$ cat src/rtl/sos_cascade_scheduler_if.sv
// Bus bundle for the SOS cascade scheduler: sample in/out handshakes, coefficient
// config port, stage issue/return signals and status.
interface sos_cascade_scheduler_if #(
    parameter int unsigned SEC_W = 2
) ();
    logic             in_valid;
    logic [15:0]      in_data;
    logic             in_ready;
    logic             out_valid;
    logic [15:0]      out_data;
    logic             out_ready;
    logic             cfg_we;
    logic [SEC_W-1:0] cfg_sec;
    logic [2:0]       cfg_idx;
    logic [15:0]      cfg_data;
    logic             gain_we;
    logic             err_clr;
    logic             st_valid;
    logic [15:0]      st_data;
    logic [15:0]      st_b0;
    logic [15:0]      st_b1;
    logic [15:0]      st_b2;
    logic [15:0]      st_a1;
    logic [15:0]      st_a2;
    logic             st_is_last;
    logic [15:0]      st_gain;
    logic             st_valid_out;
    logic [15:0]      st_data_out;
    logic             busy;
    logic [SEC_W-1:0] sec_idx;
    logic             err_timeout;
    logic             cfg_err;

    modport master (
        output in_valid, in_data, out_ready, cfg_we, cfg_sec, cfg_idx, cfg_data, gain_we,
               err_clr, st_valid_out, st_data_out,
        input  in_ready, out_valid, out_data, st_valid, st_data, st_b0, st_b1, st_b2, st_a1,
               st_a2, st_is_last, st_gain, busy, sec_idx, err_timeout, cfg_err
    );

    modport slave (
        input  in_valid, in_data, out_ready, cfg_we, cfg_sec, cfg_idx, cfg_data, gain_we,
               err_clr, st_valid_out, st_data_out,
        output in_ready, out_valid, out_data, st_valid, st_data, st_b0, st_b1, st_b2, st_a1,
               st_a2, st_is_last, st_gain, busy, sec_idx, err_timeout, cfg_err
    );
endinterface

$ cat src/rtl/sos_cascade_scheduler.sv
// Time-multiplexes one external biquad stage across NUM_SECTIONS cascaded sections,
// holding the per-section coefficient bank and the output gain-correction word.
module sos_cascade_scheduler #(
    parameter int unsigned NUM_SECTIONS = 4,
    parameter int unsigned SEC_W        = 2,
    parameter int unsigned TIMEOUT_CYC  = 64
) (
    input logic                   clk,
    input logic                   rst,
    sos_cascade_scheduler_if.slave bus
);

    localparam int unsigned      TMR_W    = $clog2(TIMEOUT_CYC) + 1;
    localparam logic [SEC_W-1:0] LAST_SEC = SEC_W'(NUM_SECTIONS - 1);
    localparam logic [TMR_W-1:0] TMR_MAX  = TMR_W'(TIMEOUT_CYC - 1);

    typedef enum logic [1:0] {StIdle, StIssue, StWait} state_e;

    state_e           state;
    logic [SEC_W-1:0] sec_idx;
    logic [TMR_W-1:0] timer;
    logic [15:0]      cur;
    logic             st_valid;
    logic             out_valid;
    logic [15:0]      out_data;
    logic             err_timeout;
    logic             cfg_err;
    logic [15:0]      coef [NUM_SECTIONS][5];
    logic [15:0]      gain;

    logic busy;
    logic in_ready;
    logic cfg_hit;
    logic set_cfg_err;
    logic set_tmo;

    assign busy        = (state != StIdle);
    assign in_ready    = (state == StIdle) && !out_valid;
    assign cfg_hit     = bus.cfg_we && (32'(bus.cfg_sec) < NUM_SECTIONS) && (bus.cfg_idx <= 3'd4);
    assign set_cfg_err = (bus.cfg_we || bus.gain_we) && busy;
    assign set_tmo     = (state == StWait) && !bus.st_valid_out && (timer == TMR_MAX);

    always_ff @(posedge clk) begin
        if (rst) begin
            state       <= StIdle;
            sec_idx     <= '0;
            timer       <= '0;
            cur         <= '0;
            st_valid    <= 1'b0;
            out_valid   <= 1'b0;
            out_data    <= '0;
            err_timeout <= 1'b0;
            cfg_err     <= 1'b0;
            gain        <= 16'h2000;
            for (int s = 0; s < int'(NUM_SECTIONS); s++) begin
                for (int c = 0; c < 5; c++) begin
                    coef[s][c] <= (c == 0) ? 16'h2000 : 16'h0000;
                end
            end
        end else begin
            // A set in the same cycle as a clear must win.
            if (set_cfg_err)      cfg_err <= 1'b1;
            else if (bus.err_clr) cfg_err <= 1'b0;
            if (set_tmo)          err_timeout <= 1'b1;
            else if (bus.err_clr) err_timeout <= 1'b0;

            if (!busy) begin
                if (cfg_hit)     coef[bus.cfg_sec][bus.cfg_idx] <= bus.cfg_data;
                if (bus.gain_we) gain <= bus.cfg_data;
            end

            if (out_valid && bus.out_ready) out_valid <= 1'b0;

            case (state)
                StIdle: begin
                    if (bus.in_valid && in_ready) begin
                        cur      <= bus.in_data;
                        sec_idx  <= '0;
                        st_valid <= 1'b1;
                        state    <= StIssue;
                    end
                end
                StIssue: begin
                    st_valid <= 1'b0;
                    timer    <= '0;
                    state    <= StWait;
                end
                StWait: begin
                    if (bus.st_valid_out) begin
                        cur <= bus.st_data_out;
                        if (sec_idx == LAST_SEC) begin
                            out_data  <= bus.st_data_out;
                            out_valid <= 1'b1;
                            state     <= StIdle;
                        end else begin
                            sec_idx  <= sec_idx + 1'b1;
                            st_valid <= 1'b1;
                            state    <= StIssue;
                        end
                    end else if (timer == TMR_MAX) begin
                        // Lost response: drop the sample without producing output.
                        state <= StIdle;
                    end else begin
                        timer <= timer + 1'b1;
                    end
                end
                default: state <= StIdle;
            endcase
        end
    end

    assign bus.in_ready    = in_ready;
    assign bus.out_valid   = out_valid;
    assign bus.out_data    = out_data;
    assign bus.st_valid    = st_valid;
    assign bus.st_data     = cur;
    assign bus.st_b0       = coef[sec_idx][0];
    assign bus.st_b1       = coef[sec_idx][1];
    assign bus.st_b2       = coef[sec_idx][2];
    assign bus.st_a1       = coef[sec_idx][3];
    assign bus.st_a2       = coef[sec_idx][4];
    assign bus.st_is_last  = (sec_idx == LAST_SEC);
    assign bus.st_gain     = gain;
    assign bus.busy        = busy;
    assign bus.sec_idx     = sec_idx;
    assign bus.err_timeout = err_timeout;
    assign bus.cfg_err     = cfg_err;

endmodule

$ cat src/flat_wrapper.sv
// flat-port wrapper written by rule: the top's interface ports become plain ports
module sos_cascade_scheduler_flat 
#(
    parameter int unsigned NUM_SECTIONS = 4,
    parameter int unsigned SEC_W        = 2,
    parameter int unsigned TIMEOUT_CYC  = 64
)
  (clk, rst, bus_in_valid, bus_in_data, bus_out_ready, bus_cfg_we, bus_cfg_sec, bus_cfg_idx, bus_cfg_data, bus_gain_we, bus_err_clr, bus_st_valid_out, bus_st_data_out, bus_in_ready, bus_out_valid, bus_out_data, bus_st_valid, bus_st_data, bus_st_b0, bus_st_b1, bus_st_b2, bus_st_a1, bus_st_a2, bus_st_is_last, bus_st_gain, bus_busy, bus_sec_idx, bus_err_timeout, bus_cfg_err);
  sos_cascade_scheduler_if #(.SEC_W(SEC_W)) bus_i ();
  input logic clk;
  input logic rst;
  input wire logic [$bits(bus_i.in_valid)-1:0] bus_in_valid;
  input wire logic [$bits(bus_i.in_data)-1:0] bus_in_data;
  input wire logic [$bits(bus_i.out_ready)-1:0] bus_out_ready;
  input wire logic [$bits(bus_i.cfg_we)-1:0] bus_cfg_we;
  input wire logic [$bits(bus_i.cfg_sec)-1:0] bus_cfg_sec;
  input wire logic [$bits(bus_i.cfg_idx)-1:0] bus_cfg_idx;
  input wire logic [$bits(bus_i.cfg_data)-1:0] bus_cfg_data;
  input wire logic [$bits(bus_i.gain_we)-1:0] bus_gain_we;
  input wire logic [$bits(bus_i.err_clr)-1:0] bus_err_clr;
  input wire logic [$bits(bus_i.st_valid_out)-1:0] bus_st_valid_out;
  input wire logic [$bits(bus_i.st_data_out)-1:0] bus_st_data_out;
  output wire logic [$bits(bus_i.in_ready)-1:0] bus_in_ready;
  output wire logic [$bits(bus_i.out_valid)-1:0] bus_out_valid;
  output wire logic [$bits(bus_i.out_data)-1:0] bus_out_data;
  output wire logic [$bits(bus_i.st_valid)-1:0] bus_st_valid;
  output wire logic [$bits(bus_i.st_data)-1:0] bus_st_data;
  output wire logic [$bits(bus_i.st_b0)-1:0] bus_st_b0;
  output wire logic [$bits(bus_i.st_b1)-1:0] bus_st_b1;
  output wire logic [$bits(bus_i.st_b2)-1:0] bus_st_b2;
  output wire logic [$bits(bus_i.st_a1)-1:0] bus_st_a1;
  output wire logic [$bits(bus_i.st_a2)-1:0] bus_st_a2;
  output wire logic [$bits(bus_i.st_is_last)-1:0] bus_st_is_last;
  output wire logic [$bits(bus_i.st_gain)-1:0] bus_st_gain;
  output wire logic [$bits(bus_i.busy)-1:0] bus_busy;
  output wire logic [$bits(bus_i.sec_idx)-1:0] bus_sec_idx;
  output wire logic [$bits(bus_i.err_timeout)-1:0] bus_err_timeout;
  output wire logic [$bits(bus_i.cfg_err)-1:0] bus_cfg_err;
  assign bus_i.in_valid = bus_in_valid;
  assign bus_i.in_data = bus_in_data;
  assign bus_i.out_ready = bus_out_ready;
  assign bus_i.cfg_we = bus_cfg_we;
  assign bus_i.cfg_sec = bus_cfg_sec;
  assign bus_i.cfg_idx = bus_cfg_idx;
  assign bus_i.cfg_data = bus_cfg_data;
  assign bus_i.gain_we = bus_gain_we;
  assign bus_i.err_clr = bus_err_clr;
  assign bus_i.st_valid_out = bus_st_valid_out;
  assign bus_i.st_data_out = bus_st_data_out;
  assign bus_in_ready = bus_i.in_ready;
  assign bus_out_valid = bus_i.out_valid;
  assign bus_out_data = bus_i.out_data;
  assign bus_st_valid = bus_i.st_valid;
  assign bus_st_data = bus_i.st_data;
  assign bus_st_b0 = bus_i.st_b0;
  assign bus_st_b1 = bus_i.st_b1;
  assign bus_st_b2 = bus_i.st_b2;
  assign bus_st_a1 = bus_i.st_a1;
  assign bus_st_a2 = bus_i.st_a2;
  assign bus_st_is_last = bus_i.st_is_last;
  assign bus_st_gain = bus_i.st_gain;
  assign bus_busy = bus_i.busy;
  assign bus_sec_idx = bus_i.sec_idx;
  assign bus_err_timeout = bus_i.err_timeout;
  assign bus_cfg_err = bus_i.cfg_err;
  sos_cascade_scheduler #(.NUM_SECTIONS(NUM_SECTIONS), .SEC_W(SEC_W), .TIMEOUT_CYC(TIMEOUT_CYC)) u_core (.clk(clk), .rst(rst), .bus(bus_i));
endmodule
$ cat config.mk
export PLATFORM = sky130hd
export DESIGN_NAME = sos_cascade_scheduler_flat
export DESIGN_NICKNAME = d
export VERILOG_FILES = /design/src/rtl/sos_cascade_scheduler_if.sv /design/src/rtl/sos_cascade_scheduler.sv /design/src/flat_wrapper.sv
export SDC_FILE = /design/constraint.sdc
export NUM_CORES = 1
export LEC_CHECK = 0
export BUFFER_PORTS_ARGS = -buffer_cell sky130_fd_sc_hd__buf_2
export CORE_MARGIN = 1.5
export CORE_UTILIZATION = 53
export CTS_BUF_LIST = sky130_fd_sc_hd__clkbuf_8
export CTS_CLUSTER_DIAMETER = 200
export DETAILED_ROUTE_END_ITERATION = 12
export PLACE_DENSITY = 0.8
export SLEW_MARGIN = 20
export SYNTH_ARGS = -nofsm -noshare
export SYNTH_HDL_FRONTEND = slang
export SYNTH_SLANG_ARGS = --single-unit
$ cat constraint.sdc
create_clock -name clk -period 2.1 [get_ports clk]
set_input_delay 0.42 -clock clk [delete_from_list [all_inputs] [get_ports clk]]
set_output_delay 0.42 -clock clk [all_outputs]
set_load 0.03 [all_outputs]
# After elaboration in Yosys (flattened, before gate mapping)
# Memories as Yosys holds them, arrays and structs flattened. A register that Yosys moved wholly into a read port is not among the register bits.
# Index checks and enable logic that the tools add are counted.
# op_classes
add_sub_neg	2
order_cmp	3
eq_ne	10
n_mux	39
n_bitwise	2
reduce_logical	26
# ops
cell	n
80-bit two-way mux	3
80-bit OR reduction	1
16-bit demux with 3-bit select	1
16-bit two-way mux	3
16-bit one-hot mux with 2 select lines	1
2-bit two-way mux	9
1-bit two-way mux	16
7-bit two-way mux	2
7-bit one-hot mux with 2 select lines	1
2-bit != test (second input constant)	5
2-bit nonzero test	5
3-bit AND reduction	3
1-bit logical AND	8
4-bit AND reduction	2
7-bit by 1-bit adder with 7-bit output (second input constant)	1
7-bit by 6-bit == test with 1-bit output (second input constant)	1
2-bit one-hot mux with 3 select lines	1
2-bit == test (second input constant)	2
4-bit greater-or-equal comparator (second input constant)	1
4-bit by 1-bit < comparator with 1-bit output (second input constant)	1
3-bit inverter with 4-bit output	1
2-bit one-hot mux with 2 select lines	1
2-bit AND reduction	2
3-bit less-or-equal comparator (second input constant)	1
9 further kinds	10
# totals
register_bits	63
ramBits	320
in_bits	61
out_inout_bits	137
elab_cells	93
memories	1
# memory_table
name	depth	word_bits	read_ports	rd_ports_with_merged_regs	wr	line_no	source
u_core.coef	4	80	1	1	4	sos_cascade_scheduler.sv:28	logic [15:0] coef [NUM_SECTIONS][5];

# Logic depth before layout (Yosys ltp)
# depth
ltp_word	8
depth_mapped	7
mapped_depth_nobuf	5

# Worst setup path before layout
# OpenSTA, ideal clock, no wires.
# synth_timing
path_type	flip-flop to flip-flop
from	register u_core.sec_idx[0] (netlist: u_core.bus.sec_idx[0])
to	register u_core.out_data[10] (netlist: u_core.bus.out_data[10])
setup_ns	0.070
arrival_time_ns	1.858
required_ns	2.030
path_slack_ns	0.172
path_stages_with_launch	7
synth_period_minus_slack_ns	1.928
cell_sequence	dfxtp_1 > ha_1 > and3_1 > clkbuf_1 > clkbuf_1 > nand2_1 > a21oi_1
# synth_between
elab_chain_len	2
# synth_rtl
item	line_no	source
from (decl)	sos_cascade_scheduler.sv:20	logic [SEC_W-1:0] sec_idx;
from (signal assigned)	sos_cascade_scheduler.sv:96	sec_idx <= sec_idx + 1'b1;
2-bit == test	n/a	
net bus_st_is_last	flat_wrapper.sv:33	output wire logic [$bits(bus_i.st_is_last)-1:0] bus_st_is_last;
3-bit AND reduction (no line)	n/a	
to (signal assigned)	sos_cascade_scheduler.sv:92	out_data <= bus.st_data_out;
to (decl)	sos_cascade_scheduler.sv:25	logic [15:0] out_data;
# The timed path passes the listed nets, and every way through them passes these cells.
# A chain may end at the register's enable or synchronous reset.

==> results_dict.tcl <==
set metrics [dict create \
    slew_headroom_pct 58.54 \
    ys_seq_elements 385 \
    clockBufferDepth 3 \
    reg2reg_to "u_core.coef[1][18]$_SDFFCE_PN0P_" \
    clk_latency_ns 0.61 \
    setup_viol 80 \
    mostFrequentLayoutCell "edfxtp_1" \
    dp_cells 1733 \
    clk_pin_slew_ns 0.06 \
    whs_ns 0.06818 \
    grt_pass1_vias 10690 \
    skew_ns 0.01846 \
    reg2reg_from "u_core.state[1]$_SDFFE_PP0P_" \
    htreeDepth 2 \
    wire_per_inst_um 21.88 \
    antenna_found_initial 1 \
    clock-sinks 385 \
    grt_max_degree 46 \
    final_antenna_net_count 0 \
    synth-edff-count 320 \
    ios 198 \
    antenna_cells 0 \
    setup_slack_ns -0.3527 \
    final_cells 1855 \
    remaining_drc_errors 0 \
    p_per_area_nw_per_um2 801.0 \
    rsz0062_at_grt "true" \
    final_nets 1474 \
    die_area_um2 32380 \
    syn_nets 1232 \
    io_buffers 197 \
    critPathMaxFanout 7 \
    netlist_instances 1169 \
    worst_pin_slew_ns 0.6203 \
    rows 64 \
    reg2reg_slack_ns 0.14 \
    core_um2 30670 \
    violations "negative setup slack" \
    clock.fmax_ghz 0.4077 \
    netlist-cell-type-count 42 \
    die_h_um 179.9 \
    ys_async_sr_fraction_pct 0 \
    status "complete, but fails checks" \
    drt_iter0_drc 790 \
    cp-start-kind "flop" \
    drive_above_1_share_pct 32.83 \
    vias 10411 \
    final_core_util_pct 67.11 \
    root_buffer "clkbuf_8" \
    rr_worst_depth 6 \
    ys_seq_area_share_pct 65.76 \
    grt_pass1_wl_um 62010 \
    vias_per_cell 5.612 \
    post-route-min-period_ns 2.453 \
    endpoint "bus_st_b2[4]" \
    worst_setup_path_end_kind "primary output" \
    fin_crit_sh_pct 116.8 \
    ctsHoldBuffers 0 \
    drv_cap 0 \
    critPathRequiredTime_ns 1.68 \
    cp_data_arrival_time_ns 2.03 \
    synthesis.area_um2 16590 \
    totalWireLength_um 40590 \
    hold_violations 0 \
    synth.avg_cell_area_um2 14.19 \
    ys_warn_count 0 \
    synthFlopType "edfxtp_1" \
    dp_hpwl_um 25580 \
    vdd_drop_max_mv 0.5031 \
    most-common-layout-cells "edfxtp_1, and2_1, buf_2" \
    finalMaxSlewViolations 0 \
    initial_utilization_pct 54.10 \
    crit_type "reg -> out" \
    firstDrtPassIters 5 \
    area_growth_pct 24.04 \
    die_w_um 179.9 \
    cts_made_buffers 59 \
    cts_tree "done" \
    leakagePower_nw 8.012 \
    grt_overflow_total 0 \
    gr-usage-all-layers_pct 25.07 \
    gp_congestion 0.8141 \
    hp-class "in -> reg" \
]
[where the power goes]
part | leakage [nW] | switching, mW | total (mW) | internal [mW]
clock network | 0.671 | 2.92 | 6.35 | 3.44
registers | 3.86 | 0.115 | 8.64 | 8.52
logic | 3.48 | 0.918 | 1.49 | 0.577
[layout make-up]
cell class / instances / area, um2
clock buffer: 71 / 977.2
multi-input combinational: 681 / 5288
timing repair buffer: 278 / 2635
inverter: 6 / 22.52
tap: 396 / 495.5
clock inverter: 38 / 245.2
sequential: 385 / 10920
fill: 2027 / 10090
[synth_stat cells (2+ instances only)]
library cell	n	share of area (%)
a21oi_1	38	1.1
a311oi_1	16	0.84
a31oi_1	3	0.11
and2_1	317	12
and3_1	2	0.075
buf_2	12	0.36
clkbuf_1	84	1.9
dfxtp_1	65	7.8
edfxtp_1	320	58
ha_1	2	0.15
inv_1	6	0.14
mux4_2	80	11
nand2_1	104	2.4
nand2b_1	7	0.26
nand3_1	6	0.18
nand3b_1	5	0.23
nand4bb_1	2	0.14
nor2_1	43	0.97
nor2b_1	3	0.11
nor3_1	2	0.060
nor3_2	5	0.30
nor4_1	2	0.075
o21ai_0	2	0.060
o32ai_1	3	0.16
or2_2	21	0.79
or3_1	3	0.11
[stage by stage]
stage / setup TNS [ns] / power, mW / worst slack [ns] / instance area, um2
floorplan: 0 / 9.554 / 0.1720 / 16590
global placement: 0 / 10.11 / 0.1288 / 18550
detailed placement: 0 / 10.15 / 0.06960 / 18550
CTS: -26.96 / 16.51 / -0.3842 / 20350
global route: -27.15 / 16.98 / -0.3995 / 20580
finish: -23.49 / 16.48 / -0.3527 / 20580
[state kept, by name (all words and copies together) (netlist names), named ones only]
| signal | cells |
|---|---|
| u_core.bus.st_gain | 16 |
| u_core.state | 2 |
| u_core.bus.st_valid | 1 |
| u_core.bus.sec_idx | 2 |
| u_core.bus.st_data | 16 |
| u_core.bus.err_timeout | 1 |
| u_core.bus.out_data | 16 |
| u_core.coef | 320 |
| u_core.timer | 7 |
| u_core.bus.cfg_err | 1 |
| u_core.bus.out_valid | 1 |
[worst min-delay path by stage]
| stage | cells after the start | end | slack (ns) | start |
|---|---|---|---|---|
| after CTS | 3 | u_core.bus.out_data[15]$_SDFFE_PP0P_ | 0.04 | bus_st_data_out[15] |
| after global routing | 3 | u_core.bus.out_data[2]$_SDFFE_PP0P_ | 0.06 | bus_st_data_out[2] |
| after global placement | 2 | u_core.bus.st_gain[0]$_SDFFE_PP0P_ | 0.44 | u_core.bus.st_gain[0]$_SDFFE_PP0P_ |
| after floorplan | 2 | u_core.timer[6]$_SDFFE_PP0P_ | 0.44 | u_core.timer[6]$_SDFFE_PP0P_ |
| final | 3 | u_core.bus.out_data[15]$_SDFFE_PP0P_ | 0.07 | bus_st_data_out[15] |
| after detailed placement | 2 | u_core.bus.out_data[15]$_SDFFE_PP0P_ | 0.44 | u_core.bus.out_data[15]$_SDFFE_PP0P_ |
[kinds of logic after synthesis]
| family | after synthesis | synth area share [%] |
|---|---|---|
| AO/OA/AOI/OAI | 68 | 2.624 |
| buffers and inverters | 103 | 2.421 |
| adder cells (fa/ha/maj) | 2 | 0.1508 |
| flip-flops | 385 | 65.76 |
| AND/OR/NAND/NOR | 529 | 18.06 |
| multiplexers | 82 | 10.99 |
[worst max-delay path: stages (launching register included)]
cell and delay, ns:
dfxtp_4 0.38, buf_12 0.16, buf_16 0.14, mux4_2 0.57
buf_6 0.17
[layer usage]
layer	track usage, %	part of all wire [%]	wire length [um]
met1	32.81	40	16280
met2	42.18	50	20130
met3	5.024	7.8	3165
met4	8.300	2.5	1009
met5	0	0.022	9
[what timing repair did]
item | CTS | global route
cloned | 3 | 4
buffers inserted | 8 | 0
resized for setup | 123 | 70
endpoints found under the setup margin | 81 | 82
No activity file was read; power rests on OpenSTA's default activity.
